### config.mk
export PLATFORM = sky130hd
export DESIGN_NAME = reset_seq
export DESIGN_NICKNAME = d
export VERILOG_FILES = /design/src/rtl/reset_seq.sv
export SDC_FILE = /design/constraint.sdc
export NUM_CORES = 1
export LEC_CHECK = 0
export ABC_CLOCK_PERIOD_IN_PS = 3600
export BUFFER_PORTS_ARGS = -buffer_cell sky130_fd_sc_hd__buf_4
export CORE_UTILIZATION = 55
export CTS_BUF_LIST = sky130_fd_sc_hd__clkbuf_16
export CTS_CLUSTER_DIAMETER = 50
export DETAILED_ROUTE_END_ITERATION = 7
export HOLD_SLACK_MARGIN = 0.12
export PLACE_DENSITY = 0.89
export SYNTH_ARGS = -nofsm -noshare
export SYNTH_HDL_FRONTEND = slang
export SYNTH_SLANG_ARGS = --single-unit
### constraint.sdc
create_clock -name clk -period 3.6 [get_ports clk]
set_input_delay 0.18 -clock clk [delete_from_list [all_inputs] [get_ports clk]]
set_output_delay 0.18 -clock clk [all_outputs]
set_load 0.01 [all_outputs]
### src/rtl/reset_seq.sv
// reset_seq: BRSTn synchronizer plus staged, stretched release of NUM_OUT active-low resets.
// Records the cause of the most recent reset (POR, board reset or software request).
module reset_seq #(
  parameter int SYNC_STAGES = 2,
  parameter int NUM_OUT     = 4,
  parameter int MIN_ASSERT  = 16,
  parameter int STAGE_GAP   = 8
) (
  input  logic               clk,
  input  logic               PORn,
  input  logic               BRSTn,
  input  logic               sw_rst_req,
  input  logic               cause_clr,
  output logic [NUM_OUT-1:0] arst_n,
  output logic               rst_done,
  output logic [1:0]         rst_cause
);
  localparam int MAXC = MIN_ASSERT > STAGE_GAP ? MIN_ASSERT : STAGE_GAP;
  localparam int CW   = $clog2(MAXC + 1);
  typedef enum logic [1:0] {HOLD, REL, DONE} state_t;
  state_t               state_q;
  logic [SYNC_STAGES-1:0] sync_q;
  logic [CW-1:0]        cnt_q;
  logic [NUM_OUT-1:0]   arst_n_q;
  logic                 done_q;
  logic [1:0]           cause_q;
  logic                 brst_s;
  logic                 req;
  logic [NUM_OUT-1:0]   arst_n_d;
  assign brst_s   = sync_q[SYNC_STAGES-1];
  assign req      = ~brst_s | sw_rst_req;
  // next thermometer value: one more bit released from the bottom
  assign arst_n_d = (arst_n_q << 1) | NUM_OUT'(1);
  assign arst_n    = arst_n_q;
  assign rst_done  = done_q;
  assign rst_cause = cause_q;
  always_ff @(posedge clk or negedge PORn) begin
    if (!PORn) begin
      sync_q   <= '0;
      state_q  <= HOLD;
      cnt_q    <= '0;
      arst_n_q <= '0;
      done_q   <= 1'b0;
      cause_q  <= 2'b01;
    end else begin
      sync_q  <= {sync_q[SYNC_STAGES-2:0], BRSTn};
      cause_q <= (req && state_q != HOLD) ? (~brst_s ? 2'b10 : 2'b11) : cause_clr ? 2'b00 : cause_q;
      if (req) begin
        state_q  <= HOLD;
        cnt_q    <= '0;
        arst_n_q <= '0;
        done_q   <= 1'b0;
      end else begin
        case (state_q)
          HOLD: if (cnt_q == CW'(MIN_ASSERT - 1)) begin
            arst_n_q <= arst_n_d;
            cnt_q    <= '0;
            state_q  <= (NUM_OUT == 1) ? DONE : REL;
            done_q   <= (NUM_OUT == 1);
          end else cnt_q <= cnt_q + 1'b1;
          REL: if (cnt_q == CW'(STAGE_GAP - 1)) begin
            arst_n_q <= arst_n_d;
            cnt_q    <= '0;
            if (arst_n_d[NUM_OUT-1]) begin
              state_q <= DONE;
              done_q  <= 1'b1;
            end
          end else cnt_q <= cnt_q + 1'b1;
          default: ;
        endcase
      end
    end
  end
endmodule
==> impl_metrics.csv <==
group,metric,value,unit
status,status,"finished clean",
clock_tree,cts_tree,"built",
detailed_routing,firstDrtPassIters,4,
worst_setup_path,cp_cell_sequence,"ha_1, nand3_1, inv_1, ha_1, nor2b_2, nor2b_1, o21ai_0, a21oi_1",
sta,hold_viol_final,0,
synth,ys_seq_area_share,49.02,%
floorplan,dieArea,1550,sq um
clock_tree,post_cts_buffers,0,
synth,syn_area_per_cell,10.52,sq um
clock_tree,cts_hold_buf,2,
place,dp_hpwl,1.055,mm
synth,synth_top_area_cell,"dfrtp_1",
sta,whs,0.1537,ns
power,ir_worst_vdd,0.3399,mV
synth,yosysTopAreaCellShare,45.60,%
cells_and_area,nets,96,
floorplan,core_area,1301,sq um
clock_tree,cts_buffer_depth,2,
cells_and_area,drive_gt1_share,22.99,%
synth,synth.distinct_cells,29,
sta,max_slew_margin,67.48,%
worst_setup_path,start_kind,"flip-flop",
floorplan,die_x,39.38,um
global_route,grt_pass1_wl,2.580,mm
worst_setup_path,critPathBufInv,1,
sta,fin_crit_sh,54.92,%
clock_tree,path_clk_slew,0.05,ns
sta,final-max-slew-violation-count,0,
sta,max_freq,0.5058,GHz
cells_and_area,area_delta_synth_final,22.48,%
place,place_congestion,0.8338,
floorplan,die_y,39.38,um
cells_and_area,fillCellCount,95,
run,maxCapViolCount,0,
power,swShare,18.48,%
floorplan,num_io_pins,12,
global_route,first_global_vias,594,
worst_setup_path,slowest_delay,0.39,ns
clock_tree,clock-sinks,15,
sta,finalSetupViolCount,0,
global_route,overflow,0,
sta,min_period,1.977,ns
global_route,grt_usage,26.30,%
worst_setup_path,cp_common_cell,"ha_1",
power,p_clk_share,52.9,%
floorplan,start_util,59.04,%
power,pwr-share-comb,3.8,%
detailed_routing,viasPerCell,5.941,
floorplan,row_count,13,
power,p_leak,0.0004056,uW
power,internal_power,324.9,uW
sta,rsz0062_at_grt,"false",
clock_tree,cts-buffers-inserted,3,
worst_setup_path,worstSetupPathType,"flip-flop to flip-flop",
worst_setup_path,crit_fanout,6,
clock_tree,postCtsResizedCells,0,
worst_setup_path,worst_setup_path_end_kind,"flip-flop",
place,port_buffers,11,
power,seqPwrFrac,43.4,%
synth,yosysWarnings,0,
global_route,grt_start_max_net_pins,16,
sta,skew,0.0007148,ns
detailed_routing,wl_per_cell,16.13,um
sta,worstMarginPinSlew,0.4878,ns
global_route,antenna_found_initial,0,
worst_setup_path,crit_slowest_cell,"dfrtp_1",
sta,setup_slack,1.623,ns
detailed_routing,antenna_left,0,
detailed_routing,drt-initial-drc-count,27,
detailed_routing,drc,0,
clock_tree,worstSkewPairLatency,0.24,ns
synth,synthCells,73,
clock_tree,htree_levels,1,
detailed_routing,detailroute.via_count,606,
worst_setup_path,required,3.71,ns
place,post-place-ws,1.714,ns
sta,setup_tns,0,ns
synth,synthesis.area,768.2,sq um
synth,syn-num-nets,81,
clock_tree,cts_root_buf,"clkbuf_16",
worst_setup_path,cp.arrival,2.09,ns
power,switchingPower,73.67,uW
cells_and_area,num_antenna_cells,0,
power,powerDensity,423.6,nW/um^2
hold_path,worstHoldPathType,"input port to flip-flop",
synth,synth_seq_cells,15,
detailed_routing,wl,1.645,mm
synth,netlist_top_cells_area,"dfrtp_1 (46%), ha_1 (4.9%), nor2_1 (4.4%), a21oi_1 (3.9%), a32oi_4 (3.6%)",
worst_setup_path,critPathTopFamily,"simple AND/OR/NAND/NOR gates",
-- synthesized netlist by cell type --
cell type  number
a311oi_1        1
o22ai_1         1
nor2_1          9
a22oi_1         2
nor4b_4         1
nand3_1         5
o31ai_2         1
nor2b_1         2
nand2_1         3
nor3_1          1
mux2i_1         1
o21ai_0         3
nor4_1          1
o21ai_1         2
dfrtp_1        14
inv_1           5
nor2b_2         1
nand4_1         1
nor4b_1         1
nand2b_1        1
a32oi_4         1
and4_1          1
a211oi_1        1
ha_1            3
dfstp_2         1
a21oi_1         6
buf_2           1
or2b_2          1
buf_6           2
-- cell families after synthesis --
logic type / after synthesis / synth area share (%)
DFF: 15 / 49.02
buffers and inverters: 8 / 6.025
AOI/OAI and AO/OA: 18 / 17.26
adders and majority gates: 3 / 4.887
and+or+nand+nor: 28 / 21.50
muxes: 1 / 1.303
-- per-layer routing --
| layer | up-vias | part of all wire [%] | GRT usage (%) |
|---|---|---|---|
| li1 | 290 | - | - |
| met1 | 281 | 36 | 30.40 |
| met2 | 29 | 56 | 45.42 |
| met3 | 6 | 5.7 | 3.409 |
| met4 | 0 | 2.6 | 16.38 |
| met5 | - | 0 | 0 |
-- registers in the layout, summed over array words and instances, names as in the netlist --
name       cells
rst_done       1
rst_cause      2
state_q        1
cnt_q          5
sync_q         2
arst_n         4
-- per-stage QoR --
| stage | std cells | area (sq um) | power [uW] | util [%] |
|---|---|---|---|---|
| after floorplan | 73 | 768.2 | 181.7 | - |
| after global placement | 96 | 842.1 | 188.2 | 64.71 |
| after detailed placement | 96 | 842.1 | 188.8 | 64.71 |
| after CTS | 102 | 940.9 | 400.4 | 72.31 |
| after global routing | 102 | 940.9 | 409.0 | 72.31 |
| final | 102 | 940.9 | 398.6 | 72.31 |
-- cell type report --
cell class	instances	area (sq um)	share of cell area, %
multi-input cells	50	345.3	36.70
well taps	15	18.77	1.995
flip-flops and latches	15	376.6	40.03
clock inverters	1	3.754	0.3989
repair buffers	13	102.6	10.90
inverters	5	18.77	1.995
clock buffers	3	75.07	7.979
-- worst paths after layout --
kind,from,endpoint,slack (ns),depth (start not counted)
max,cnt_q[0],cnt_q[3],1.62,8
min,cause_clr,rst_cause[1],0.15,2
max reg2reg,cnt_q[0],cnt_q[3],1.62,8
min reg2reg,sync_q[0],sync_q[1],0.35,0
max in group asynchronous,PORn,rst_cause[0],3.03,2
min in group asynchronous,PORn,rst_cause[1],0.34,2
-- cells in the final DEF, fill, tap and decap left out, types with 2 or more instances in the layout --
cell type      instances
nand2_1                3
ha_1                   3
o21ai_1                2
a22oi_1                2
nand3_1                5
inv_1                  6
a21oi_1                6
buf_4                 11
o21ai_0                3
nor2b_1                2
nor2_1                 9
clkbuf_16              3
dfrtp_1               14
dlygate4sd3_1          2
-- power by group through the flow --
stage / clock network (uW) / registers (uW) / logic [uW]
2_1_floorplan: 0 / 175 / 6.58
3_3_place_gp: 0 / 175 / 12.9
3_5_place_dp: 0 / 175 / 13.4
4_1_cts: 212 / 173 / 15.2
5_1_grt: 219 / 173 / 16.7
6_report: 211 / 173 / 15.0
Note: power is estimated with default switching activity, not from simulation.
